`src/rtl/pc_pkg.sv`:
```
// ---------------------------------------------------------------------------
// pc_pkg
// Shared definitions for the EX-stage control-transfer target generator.
//   - mode encodings for the transfer type presented with each request
//   - default widths used as parameter defaults by pc_target_unit
//   - S1 payload record for the default-width configuration
//   - helper that decides whether a transfer redirects the front end
// ---------------------------------------------------------------------------
package pc_pkg;

    localparam int ADDR_W  = 32;
    localparam int IMM_W   = 16;
    localparam int JADDR_W = 26;
    localparam int CNT_W   = 16;

    typedef enum logic [1:0] {
        MODE_BR  = 2'b00,
        MODE_J   = 2'b01,
        MODE_JR  = 2'b10,
        MODE_ILL = 2'b11
    } mode_e;

    typedef struct packed {
        logic              valid;
        mode_e             mode;
        logic              cond;
        logic [ADDR_W-1:0] incr_pc;
        logic [ADDR_W-1:0] operand;
    } s1_payload_t;

    // Branches follow their condition, jumps always redirect, and the
    // illegal encoding never redirects.
    function automatic logic isTaken(input mode_e m, input logic c);
        logic taken;
        taken = 1'b0;
        case (m)
            MODE_BR:          taken = c;
            MODE_J, MODE_JR:  taken = 1'b1;
            default:          taken = 1'b0;
        endcase
        return taken;
    endfunction

endpackage

```
`src/rtl/pc_operand_gen.sv`:
```
// ---------------------------------------------------------------------------
// pc_operand_gen
// Purely combinational operand preparation ahead of the S1 register.
// Decodes the transfer mode and produces the value S1 stores:
//   branch        : sign-extended word offset converted to a byte offset
//   jump          : pseudo-direct target built from PC upper bits + jaddr
//   jump-register : register value unchanged
//   illegal       : zero
// Ports:
//   mode_i        transfer mode (pc_pkg::mode_e encoding)
//   incr_pc_hi_i  upper bits of PC+4 that survive a pseudo-direct jump
//   imm_i         signed branch offset in words
//   jaddr_i       J-type word address
//   rs_val_i      register operand for jump-register
//   operand_o     operand captured by S1
// ADDR_W must exceed JADDR_W+2 so that at least one PC bit is kept.
// ---------------------------------------------------------------------------
module pc_operand_gen #(
    parameter int ADDR_W  = 32,
    parameter int IMM_W   = 16,
    parameter int JADDR_W = 26
) (
    input  logic [1:0]                  mode_i,
    input  logic [ADDR_W-JADDR_W-3:0]   incr_pc_hi_i,
    input  logic [IMM_W-1:0]            imm_i,
    input  logic [JADDR_W-1:0]          jaddr_i,
    input  logic [ADDR_W-1:0]           rs_val_i,
    output logic [ADDR_W-1:0]           operand_o
);
    import pc_pkg::*;

    logic [ADDR_W-1:0] immExt;
    logic [ADDR_W-1:0] brOffset;
    logic [ADDR_W-1:0] jumpTarget;

    // Sign-extend first, then shift, so negative offsets keep their sign
    // across the full address width.
    assign immExt     = {{(ADDR_W-IMM_W){imm_i[IMM_W-1]}}, imm_i};
    assign brOffset   = {immExt[ADDR_W-3:0], 2'b00};
    assign jumpTarget = {incr_pc_hi_i, jaddr_i, 2'b00};

    always_comb begin
        operand_o = '0;
        case (mode_e'(mode_i))
            MODE_BR:  operand_o = brOffset;
            MODE_J:   operand_o = jumpTarget;
            MODE_JR:  operand_o = rs_val_i;
            default:  operand_o = '0;
        endcase
    end

endmodule

```
`src/rtl/pc_target_unit.sv`:
```
// ---------------------------------------------------------------------------
// pc_target_unit
// Two-stage pipelined control-transfer target generator for the EX stage.
// S1 captures the request and a precomputed operand; S2 holds the final
// target plus redirect / misaligned / illegal flags. A saturating counter
// tracks how many taken transfers have reached S2.
// Ports:
//   clk, rst        clock (rising edge) and asynchronous active-high reset
//   in_valid        request present this cycle
//   mode            00 branch, 01 jump, 10 jump-register, 11 illegal
//   cond            branch-taken condition (branch mode only)
//   incr_pc         PC+4 of the transfer instruction
//   imm             signed branch offset in words
//   jaddr           J-type word address
//   rs_val          register value for jump-register
//   stall           hold both stages and the counter
//   flush           kill both stages on the next edge (beats stall)
//   out_valid       S2 holds a valid result
//   target          computed target address
//   redirect        valid and taken
//   misaligned      valid and target[1:0] != 0
//   illegal         valid and mode was 11
//   redirect_count  saturating count of redirects
// ---------------------------------------------------------------------------
module pc_target_unit #(
    parameter int ADDR_W  = pc_pkg::ADDR_W,
    parameter int IMM_W   = pc_pkg::IMM_W,
    parameter int JADDR_W = pc_pkg::JADDR_W,
    parameter int CNT_W   = pc_pkg::CNT_W
) (
    input  logic                clk,
    input  logic                rst,
    input  logic                in_valid,
    input  logic [1:0]          mode,
    input  logic                cond,
    input  logic [ADDR_W-1:0]   incr_pc,
    input  logic [IMM_W-1:0]    imm,
    input  logic [JADDR_W-1:0]  jaddr,
    input  logic [ADDR_W-1:0]   rs_val,
    input  logic                stall,
    input  logic                flush,
    output logic                out_valid,
    output logic [ADDR_W-1:0]   target,
    output logic                redirect,
    output logic                misaligned,
    output logic                illegal,
    output logic [CNT_W-1:0]    redirect_count
);
    import pc_pkg::*;

    logic [ADDR_W-1:0] operand;

    logic              s1Valid_q,   s1Valid_d;
    mode_e             s1Mode_q,    s1Mode_d;
    logic              s1Cond_q,    s1Cond_d;
    logic [ADDR_W-1:0] s1IncrPc_q,  s1IncrPc_d;
    logic [ADDR_W-1:0] s1Operand_q, s1Operand_d;

    logic              s2Valid_q,      s2Valid_d;
    logic [ADDR_W-1:0] s2Target_q,     s2Target_d;
    logic              s2Redirect_q,   s2Redirect_d;
    logic              s2Misaligned_q, s2Misaligned_d;
    logic              s2Illegal_q,    s2Illegal_d;

    logic [CNT_W-1:0]  count_q, count_d;

    logic [ADDR_W-1:0] exTarget;
    logic              exTaken;
    logic              s2Load;

    pc_operand_gen #(
        .ADDR_W  (ADDR_W),
        .IMM_W   (IMM_W),
        .JADDR_W (JADDR_W)
    ) uOperandGen (
        .mode_i       (mode),
        .incr_pc_hi_i (incr_pc[ADDR_W-1:JADDR_W+2]),
        .imm_i        (imm),
        .jaddr_i      (jaddr),
        .rs_val_i     (rs_val),
        .operand_o    (operand)
    );

    // S1 next state. Flush clears the valid bit ahead of everything else;
    // a stall freezes the whole stage and ignores in_valid.
    always_comb begin
        s1Valid_d   = s1Valid_q;
        s1Mode_d    = s1Mode_q;
        s1Cond_d    = s1Cond_q;
        s1IncrPc_d  = s1IncrPc_q;
        s1Operand_d = s1Operand_q;
        if (flush) begin
            s1Valid_d = 1'b0;
        end else if (!stall) begin
            s1Valid_d   = in_valid;
            s1Mode_d    = mode_e'(mode);
            s1Cond_d    = cond;
            s1IncrPc_d  = incr_pc;
            s1Operand_d = operand;
        end
    end

    // Final target from the S1 contents. Branch addition wraps modulo
    // 2^ADDR_W; illegal requests resolve to a zero target.
    always_comb begin
        exTarget = '0;
        case (s1Mode_q)
            MODE_BR:          exTarget = s1IncrPc_q + s1Operand_q;
            MODE_J, MODE_JR:  exTarget = s1Operand_q;
            default:          exTarget = '0;
        endcase
        exTaken = isTaken(s1Mode_q, s1Cond_q);
    end

    assign s2Load = !flush && !stall;

    // S2 next state. Flags are stored already qualified by the S1 valid
    // bit so that a bubble never carries a stale flag forward.
    always_comb begin
        s2Valid_d      = s2Valid_q;
        s2Target_d     = s2Target_q;
        s2Redirect_d   = s2Redirect_q;
        s2Misaligned_d = s2Misaligned_q;
        s2Illegal_d    = s2Illegal_q;
        if (flush) begin
            s2Valid_d = 1'b0;
        end else if (!stall) begin
            s2Valid_d      = s1Valid_q;
            s2Target_d     = exTarget;
            s2Redirect_d   = s1Valid_q && exTaken;
            s2Misaligned_d = s1Valid_q && (exTarget[1:0] != 2'b00);
            s2Illegal_d    = s1Valid_q && (s1Mode_q == MODE_ILL);
        end
    end

    // Count only entries that actually land in S2 as valid and taken;
    // the counter sticks at all-ones once it gets there.
    always_comb begin
        count_d = count_q;
        if (s2Load && s1Valid_q && exTaken && (count_q != '1)) begin
            count_d = count_q + CNT_W'(1);
        end
    end

    always_ff @(posedge clk or posedge rst) begin
        if (rst) begin
            s1Valid_q   <= 1'b0;
            s1Mode_q    <= MODE_BR;
            s1Cond_q    <= 1'b0;
            s1IncrPc_q  <= '0;
            s1Operand_q <= '0;
        end else begin
            s1Valid_q   <= s1Valid_d;
            s1Mode_q    <= s1Mode_d;
            s1Cond_q    <= s1Cond_d;
            s1IncrPc_q  <= s1IncrPc_d;
            s1Operand_q <= s1Operand_d;
        end
    end

    always_ff @(posedge clk or posedge rst) begin
        if (rst) begin
            s2Valid_q      <= 1'b0;
            s2Target_q     <= '0;
            s2Redirect_q   <= 1'b0;
            s2Misaligned_q <= 1'b0;
            s2Illegal_q    <= 1'b0;
            count_q        <= '0;
        end else begin
            s2Valid_q      <= s2Valid_d;
            s2Target_q     <= s2Target_d;
            s2Redirect_q   <= s2Redirect_d;
            s2Misaligned_q <= s2Misaligned_d;
            s2Illegal_q    <= s2Illegal_d;
            count_q        <= count_d;
        end
    end

    assign out_valid      = s2Valid_q;
    assign target         = s2Target_q;
    assign redirect       = s2Valid_q && s2Redirect_q;
    assign misaligned     = s2Valid_q && s2Misaligned_q;
    assign illegal        = s2Valid_q && s2Illegal_q;
    assign redirect_count = count_q;

endmodule

```
`config.mk`:
```
export PLATFORM = sky130hd
export DESIGN_NAME = pc_target_unit
export DESIGN_NICKNAME = d
export VERILOG_FILES = /design/src/rtl/pc_pkg.sv /design/src/rtl/pc_operand_gen.sv /design/src/rtl/pc_target_unit.sv
export SDC_FILE = /design/constraint.sdc
export NUM_CORES = 1
export LEC_CHECK = 0
export CAP_MARGIN = 20
export CORE_MARGIN = 2
export CORE_UTILIZATION = 30
export DETAILED_ROUTE_END_ITERATION = 8
export PLACE_DENSITY_LB_ADDON = 0.12
export REMOVE_ABC_BUFFERS = 1
export SLEW_MARGIN = 25
export SYNTH_ARGS = -nofsm -noshare
export SYNTH_HDL_FRONTEND = slang
export SYNTH_SLANG_ARGS = --single-unit
```
`constraint.sdc`:
```
create_clock -name clk -period 5 [get_ports clk]
set_clock_uncertainty 0.05 [all_clocks]
set_input_delay 1 -clock clk [delete_from_list [all_inputs] [get_ports clk]]
set_output_delay 1 -clock clk [all_outputs]
set_load 0.05 [all_outputs]
```
Yosys cells after proc, flatten, opt, wreduce, memory -nomap -nowiden
Cells that the tools add are included.

cells by class
  add/subtract/negate cells = 2
  eq/ne operators = 7
  multiplexer cells = 7
  bitwise gates (word level) = 2
  reductions and logical operators = 17

operator list
  cell                   number
  $pmux 32 s3            1
  $pmux 32 s2            1
  $add 32x32->32         1
  $add 16x1->16 const B  1
  $ne 16x16->1 const B   1
  $logic_and 1x1->1      10
  $eq 2x2->1 const B     3
  $eq 2x1->1 const B     2
  $logic_not 2->1        2
  $mux 1                 4
  $logic_not 1->1        2
  $ne 2x1->1 const B     1
  $not 1->1              2
  $pmux 1 s2             1
  $reduce_and 2->1       1
  $reduce_bool 2->1      1
  $reduce_or 2->1        1

word-level totals
  bits in registers = 120
  input bits = 114
  output and inout port bits = 52
  word-level logic and storage cells = 46

Logic depth before layout (Yosys ltp)
Gate-level depths: netlist of the first run.

  depth after elaboration = 5
  depth in mapped cells = 10
  mapped depth without buffers = 10

Hierarchy
A second synthesis of the first run with hierarchy kept.

unflattened totals
  cells, all modules = 811
  area, all modules = 7206.9 µm²

modules (own cells, without submodules)
  module          times used  cells each  area an instance (µm²)  sequential area each (µm²)
  pc_target_unit  1           737         6507.5                  3002.9
  pc_operand_gen  1           74          699.4                   0.0

Least setup slack after synthesis of the first run
Ideal clock, no wire load.

  path type = input -> register
  from = input port flush
  to = register count_q[13], in the netlist redirect_count[13]
  library setup time = 0.142 ns
  data arrival time = 2.433 ns
  setup slack = 2.375 ns
  stages = 8
  path buffers = 1
  cells stage by stage = or2_1 clkbuf_1 nor3_2 o41a_2 nand3_1 nor3_2 nand4_1 xnor2_1

between the ends
  cells in the longest elaborated chain, start to end = 5

RTL lines
  what                            RTL line               RTL
  start, declared                 pc_target_unit.sv:41   input logic flush,
  $logic_not 1->1                 pc_target_unit.sv:115  assign s2Load = !flush && !stall;
  $logic_and 1x1->1               pc_target_unit.sv:115
  $logic_and 1x1->1 (3 in a row)  pc_target_unit.sv:140  if (s2Load && s1Valid_q && exTaken && (count_q != '1)) begin
  end signal, assigned            pc_target_unit.sv:175  count_q <= count_d;
  end, declared                   pc_target_unit.sv:65   logic [CNT_W-1:0] count_q, count_d;

Every way passes these cells.
A chain may end at the register's enable or synchronous reset.

Worst setup path after layout of the first run
  from = register s1IncrPc_q[0]
  to = register s2Target_q[30], in the netlist target[30]

between the ends
  cells in the longest elaborated chain, start to end = 2

RTL lines
  what                    RTL line               RTL
  start, declared         pc_target_unit.sv:56   logic [ADDR_W-1:0] s1IncrPc_q, s1IncrPc_d;
  start signal, assigned  pc_target_unit.sv:156  s1IncrPc_q <= s1IncrPc_d;
  $add 32x32->32          pc_target_unit.sv:108  MODE_BR: exTarget = s1IncrPc_q + s1Operand_q;
  $pmux 32 s2             pc_target_unit.sv:107  case (s1Mode_q)
  end signal, assigned    pc_target_unit.sv:171  s2Target_q <= s2Target_d;
  end, declared           pc_target_unit.sv:60   logic [ADDR_W-1:0] s2Target_q, s2Target_d;

Every way passes these cells.

==> impl_metrics.env, run 1 <==
export IMPL_outcome="completed"
export IMPL_antenna_left=0
export IMPL_post_drt_wl_per_cell_um=16.4
export IMPL_layout_commonest_cell="nand2_1"
export IMPL_synth_seq_cells=120
export IMPL_min_period_ns=3.10
export IMPL_grt_pass1_vias=6517
export IMPL_fmax_ghz=0.323
export IMPL_regToRegSetupSlack_ns=1.90
export IMPL_worstHoldStart="s2Redirect_q"
export IMPL_r2r_start="s1IncrPc_q[0]"
export IMPL_gr_total_overflow=0
export IMPL_hold_viol=0
export IMPL_cts_resized=0
export IMPL_totalWireLength_um=21300
export IMPL_post_cts_buffers=0
export IMPL_clk_path_buf_depth=2
export IMPL_critPathKind="flip-flop to flip-flop"
export IMPL_synth_area_mm2=0.00718
export IMPL_setup_ws_ns=1.90
export IMPL_fin_crit_sh_pct=61.9
export IMPL_seq_area_frac_synth_pct=41.8
export IMPL_synth_edff_count=0
export IMPL_num_io_pins=166
export IMPL_end_kind="flip-flop"
export IMPL_yosysWarnings=0
export IMPL_fin_area_mm2=0.00967
export IMPL_hold_ws_ns=0.420
export IMPL_synthArstFlopShare_pct=100
export IMPL_syn_avg_cell_area_um2=8.69
export IMPL_hpwlAfterDp_um=15300
export IMPL_antenna_found_initial=0
export IMPL_place_area_mm2=0.00902
export IMPL_critPathMaxFanout=4
export IMPL_synthCells=826
export IMPL_min_path_type="flip-flop to flip-flop"
export IMPL_vias=6354
export IMPL_die_area_mm2=0.0252
export IMPL_grt_setup_unrepaired="false"
export IMPL_htreeDepth=4
export IMPL_cts_hold_buf=0
export IMPL_vdd_drop_max_mv=0.202
export IMPL_drc=0
export IMPL_numCtsBuffers=17
export IMPL_r2r_cells=10
export IMPL_routed_via_density=4.89
export IMPL_maxCapViolCount=0
export IMPL_finalSetupViolCount=0
export IMPL_die_w_um=159
export IMPL_cp_arrival_ns=3.33
export IMPL_finalNetCount=1117
export IMPL_path_clk_slew_ns=0.06
export IMPL_root_buffer="clkbuf_16"
export IMPL_slew_headroom_pct=38.0
export IMPL_cts_tree="done"
export IMPL_holdPathEnd="s2Redirect_q"
export IMPL_powerDensity_mw_per_mm2=404
export IMPL_grt_pass1_wl_um=35100
export IMPL_drt_pass1_iterations=5
export IMPL_drive_gt1_share_pct=6.01
export IMPL_synth_cell_types=67
export IMPL_coreArea_mm2=0.0235
export IMPL_die_y_um=159
export IMPL_areaGrowthSynthToFinish_pct=34.7
export IMPL_grt_max_degree=87
export IMPL_hold_depth=1
export IMPL_std_cell_rows=56
export IMPL_regToRegEndpoint="target[30]"
export IMPL_insertion_delay_ns=0.42
export IMPL_pre_cts_ws_ns=1.52
export IMPL_maxSlewViolCount=0
export IMPL_fin_util_pct=41.2
export IMPL_portBuffers=165
export IMPL_ys_flop_type="dfrtp_1"
export IMPL_place_gp_congestion=0.836
export IMPL_tightestPinTransition_ns=0.931
export IMPL_diodes=0
export IMPL_required_ns=5.24
export IMPL_initial_utilization_pct=30.6
export IMPL_mostFrequentLayoutCells="nand2_1 (188), clkdlybuf4s50_1 (164), dfrtp_1 (120), o21ai_0 (75), a21oi_1 (71)"
export IMPL_drt_iter0_markers=382
export IMPL_setup_tns_final_ns=0
export IMPL_track_usage_pct=17.4
export IMPL_cts_num_sinks=120
export IMPL_p_leak_nw=4.28
export IMPL_cp_start_kind="flip-flop"
## layer usage
layer,vias to the layer above,GRT usage [%],wire [um]
met5,-,0,0
met4,0,4.75,201
met3,18,3.34,940
met2,148,27.5,9680
met1,2973,24.3,10500
li1,3215,-,-
## worst max-delay path, stage by stage, from the launching register on
cell and delay, ns:
dfrtp_1 0.37, ha_1 0.21, inv_1 0.06, fa_1 0.39
nor2b_1 0.20, o2111ai_1 0.19, a21oi_1 0.37, o211ai_1 0.24
a211oi_1 0.60, or3_1 0.21, nand3_1 0.07
## how the worst max path moves through the flow
| stage | end | start | depth (start not counted) | slack (ns) |
|---|---|---|---|---|
| final | target[30] | s1IncrPc_q[0] | 10 | 1.90 |
| after global routing | target[30] | s1Operand_q[0] | 10 | 1.68 |
| after global placement | s1Operand_q[0] | stall | 5 | 1.56 |
| after CTS | target[30] | s1IncrPc_q[0] | 10 | 1.88 |
| after floorplan | out_valid | rst | 1 | 0.76 |
| after detailed placement | s1Operand_q[0] | stall | 5 | 1.52 |
## kinds of logic after synthesis
group | share of synthesized area, %
AND/OR/NAND/NOR | 18.3
AO/OA/AOI/OAI | 21.6
flip-flops | 41.8
buffers and inverters | 4.72
XOR/XNOR | 4.76
adder cells (fa/ha/maj) | 6.20
multiplexers | 2.68
## sequential cells by signal, summed over array words and instances (netlist names)
register        cells
s1Valid_q           1
s1Mode_q            2
s1Cond_q            1
s1Operand_q        32
s2Illegal_q         1
s2Redirect_q        1
s1IncrPc_q         32
s2Misaligned_q      1
redirect_count     16
target             32
out_valid           1
## through the flow
step / std cells / power [mW]
3_3_place_gp: 1268 / 2.58
4_1_cts: 1300 / 3.95
3_5_place_dp: 1268 / 2.58
6_report: 1300 / 3.91
5_1_grt: 1300 / 4.13
2_1_floorplan: 778 / 2.10
## where the power goes
part	switching (mW)	leakage (nW)	internal, mW	total, mW
clock network	0.461	0.315	0.887	1.35
logic	0.802	2.41	0.506	1.31
registers	0.128	1.55	1.13	1.25
total	1.39	4.28	2.52	3.91
## cells in the mapped netlist, drive strengths merged (17+ instances only)
library cell  instances  area (um2)
ha                   34         425
clkbuf               44         216
xnor2                29         254
o21ai                77         385
inv                  18        67.6
nor2                 34         128
dfrtp               120        3000
a22oi                29         218
a21o                 20         151
nand2               188         706
mux2i                17         170
a21oi                73         373
nand4                19         134
## cell type report
cell class                      instances  area [um2]
Clock buffer                           21         480
Clock inverter                         11         168
Fill cell                            2399       13800
Inverter                               18        70.1
Multi-Input combinational cell        640        3850
Sequential cell                       120        3000
Tap cell                              319         399
Timing Repair Buffer                  171        1700
Note: power is estimated with default switching activity, not from simulation.
==> inputs of run 2 (changes only) <==
- clock period: 5 -> 3.21 ns (I/O delays scaled with it)
==> run 2 against run 1 <==
Net effect: clock-buffer cell count shrank 2; clock power rose by 44%; final cell count rose by 1.0%; die area unchanged; global-route usage decreased by 0.19 points; sequential power up 55%; worst setup slack got worse by 1.5 ns; power increased by 52%; first-iteration DRC count fell by 0.52%; critical path type unchanged; critical endpoint unchanged; largest power group is now combinational cells; highest routed layer unchanged.
==> impl_metrics.env, run 2 (same netlist as run 1, synthesis figures left out) <==
export IMPL_outcome="completed"
export IMPL_insertion_delay_ns=0.43
export IMPL_layout_commonest_cell="nand2_1"
export IMPL_hpwlAfterDp_um=15900
export IMPL_min_period_ns=2.83
export IMPL_antenna_left=0
export IMPL_gr_total_overflow=0
export IMPL_drt_pass1_iterations=5
export IMPL_vdd_drop_max_mv=0.272
export IMPL_vias=6398
export IMPL_grt_pass1_vias=6501
export IMPL_num_io_pins=166
export IMPL_cts_hold_buf=0
export IMPL_grt_max_degree=89
export IMPL_drive_gt1_share_pct=7.24
export IMPL_slew_headroom_pct=42.3
export IMPL_track_usage_pct=17.2
export IMPL_critPathKind="flip-flop to flip-flop"
export IMPL_areaGrowthSynthToFinish_pct=35.3
export IMPL_maxCapViolCount=0
export IMPL_hold_viol=0
export IMPL_finalSetupViolCount=0
export IMPL_cp_arrival_ns=3.06
export IMPL_die_area_mm2=0.0252
export IMPL_min_path_type="flip-flop to flip-flop"
export IMPL_end_kind="flip-flop"
export IMPL_post_cts_buffers=0
export IMPL_grt_pass1_wl_um=34800
export IMPL_numCtsBuffers=17
export IMPL_fin_crit_sh_pct=88.0
export IMPL_antenna_found_initial=0
export IMPL_fmax_ghz=0.354
export IMPL_path_clk_slew_ns=0.06
export IMPL_clk_path_buf_depth=2
export IMPL_mostFrequentLayoutCells="nand2_1 (188), clkdlybuf4s50_1 (164), dfrtp_1 (120), o21ai_0 (75), a21oi_1 (71)"
export IMPL_p_leak_nw=4.31
export IMPL_place_gp_congestion=0.831
export IMPL_fin_area_mm2=0.00972
export IMPL_required_ns=3.44
export IMPL_root_buffer="clkbuf_16"
export IMPL_cts_resized=0
export IMPL_coreArea_mm2=0.0235
export IMPL_tightestPinTransition_ns=0.865
export IMPL_die_w_um=159
export IMPL_setup_tns_final_ns=0
export IMPL_initial_utilization_pct=30.6
export IMPL_critPathMaxFanout=4
export IMPL_finalNetCount=1130
export IMPL_totalWireLength_um=21300
export IMPL_htreeDepth=4
export IMPL_cts_tree="done"
export IMPL_portBuffers=165
export IMPL_drt_iter0_markers=380
export IMPL_grt_setup_unrepaired="false"
export IMPL_fin_util_pct=41.4
export IMPL_std_cell_rows=56
export IMPL_cp_start_kind="flip-flop"
export IMPL_place_area_mm2=0.00912
export IMPL_routed_via_density=4.87
export IMPL_die_y_um=159
export IMPL_maxSlewViolCount=0
export IMPL_diodes=0
export IMPL_post_drt_wl_per_cell_um=16.2
export IMPL_drc=0
export IMPL_cts_num_sinks=120
export IMPL_powerDensity_mw_per_mm2=613
==> run 2: power breakdown <==
group | switching [mW] | internal, mW
combinational | 1.27 | 0.802
clock | 0.752 | 1.19
sequential | 0.188 | 1.75
total | 2.21 | 3.75
==> run 2: critical path, stage by stage (launching register included) <==
cell and delay, ns:
dfrtp_1 0.37, ha_1 0.20, inv_1 0.07, fa_1 0.40, nor2b_1 0.17, o2111ai_1 0.19, a21oi_1 0.26, o211ai_1 0.20
a211oi_1 0.51, or3_1 0.19, nand3_1 0.07
==> run 2: through the flow <==
| step | power [mW] | worst slack [ns] | hold WS [ns] | instances |
|---|---|---|---|---|
| global placement | 4.05 | 0.455 | 0.410 | 1281 |
| global route | 6.29 | 0.177 | 0.449 | 1313 |
| floorplan | 3.28 | -0.668 | 0.391 | 778 |
| CTS | 6.02 | 0.388 | 0.435 | 1313 |
| finish | 5.96 | 0.384 | 0.429 | 1313 |
| detailed placement | 4.05 | 0.409 | 0.418 | 1281 |
==> run 2: layout make-up <==
type / count / area [um2]
timing repair buffer: 184 / 1800
clock inverter: 13 / 146
fill: 2379 / 13800
sequential: 120 / 3000
tap: 319 / 399
inverter: 18 / 70.1
clock buffer: 19 / 453
multi-input combinational: 640 / 3850
==> run 2: path summary, 6_finish.rpt <==
path,endpoint,from,slack (ns),cells past startpoint
max,target[30],s1Operand_q[0],0.38,10
min in group asynchronous,target[1],rst,0.55,2
min reg2reg,s2Illegal_q,s2Illegal_q,0.43,2
max in group asynchronous,s1Operand_q[15],rst,1.80,3
min,s2Illegal_q,s2Illegal_q,0.43,2
max reg2reg,target[30],s1Operand_q[0],0.38,10
==> run 2: routing by layer <==
metal	wire (um)	track usage, %
met2	9630	27.4
met4	207	3.79
met3	916	3.58
met1	10600	24.1
met5	0	0
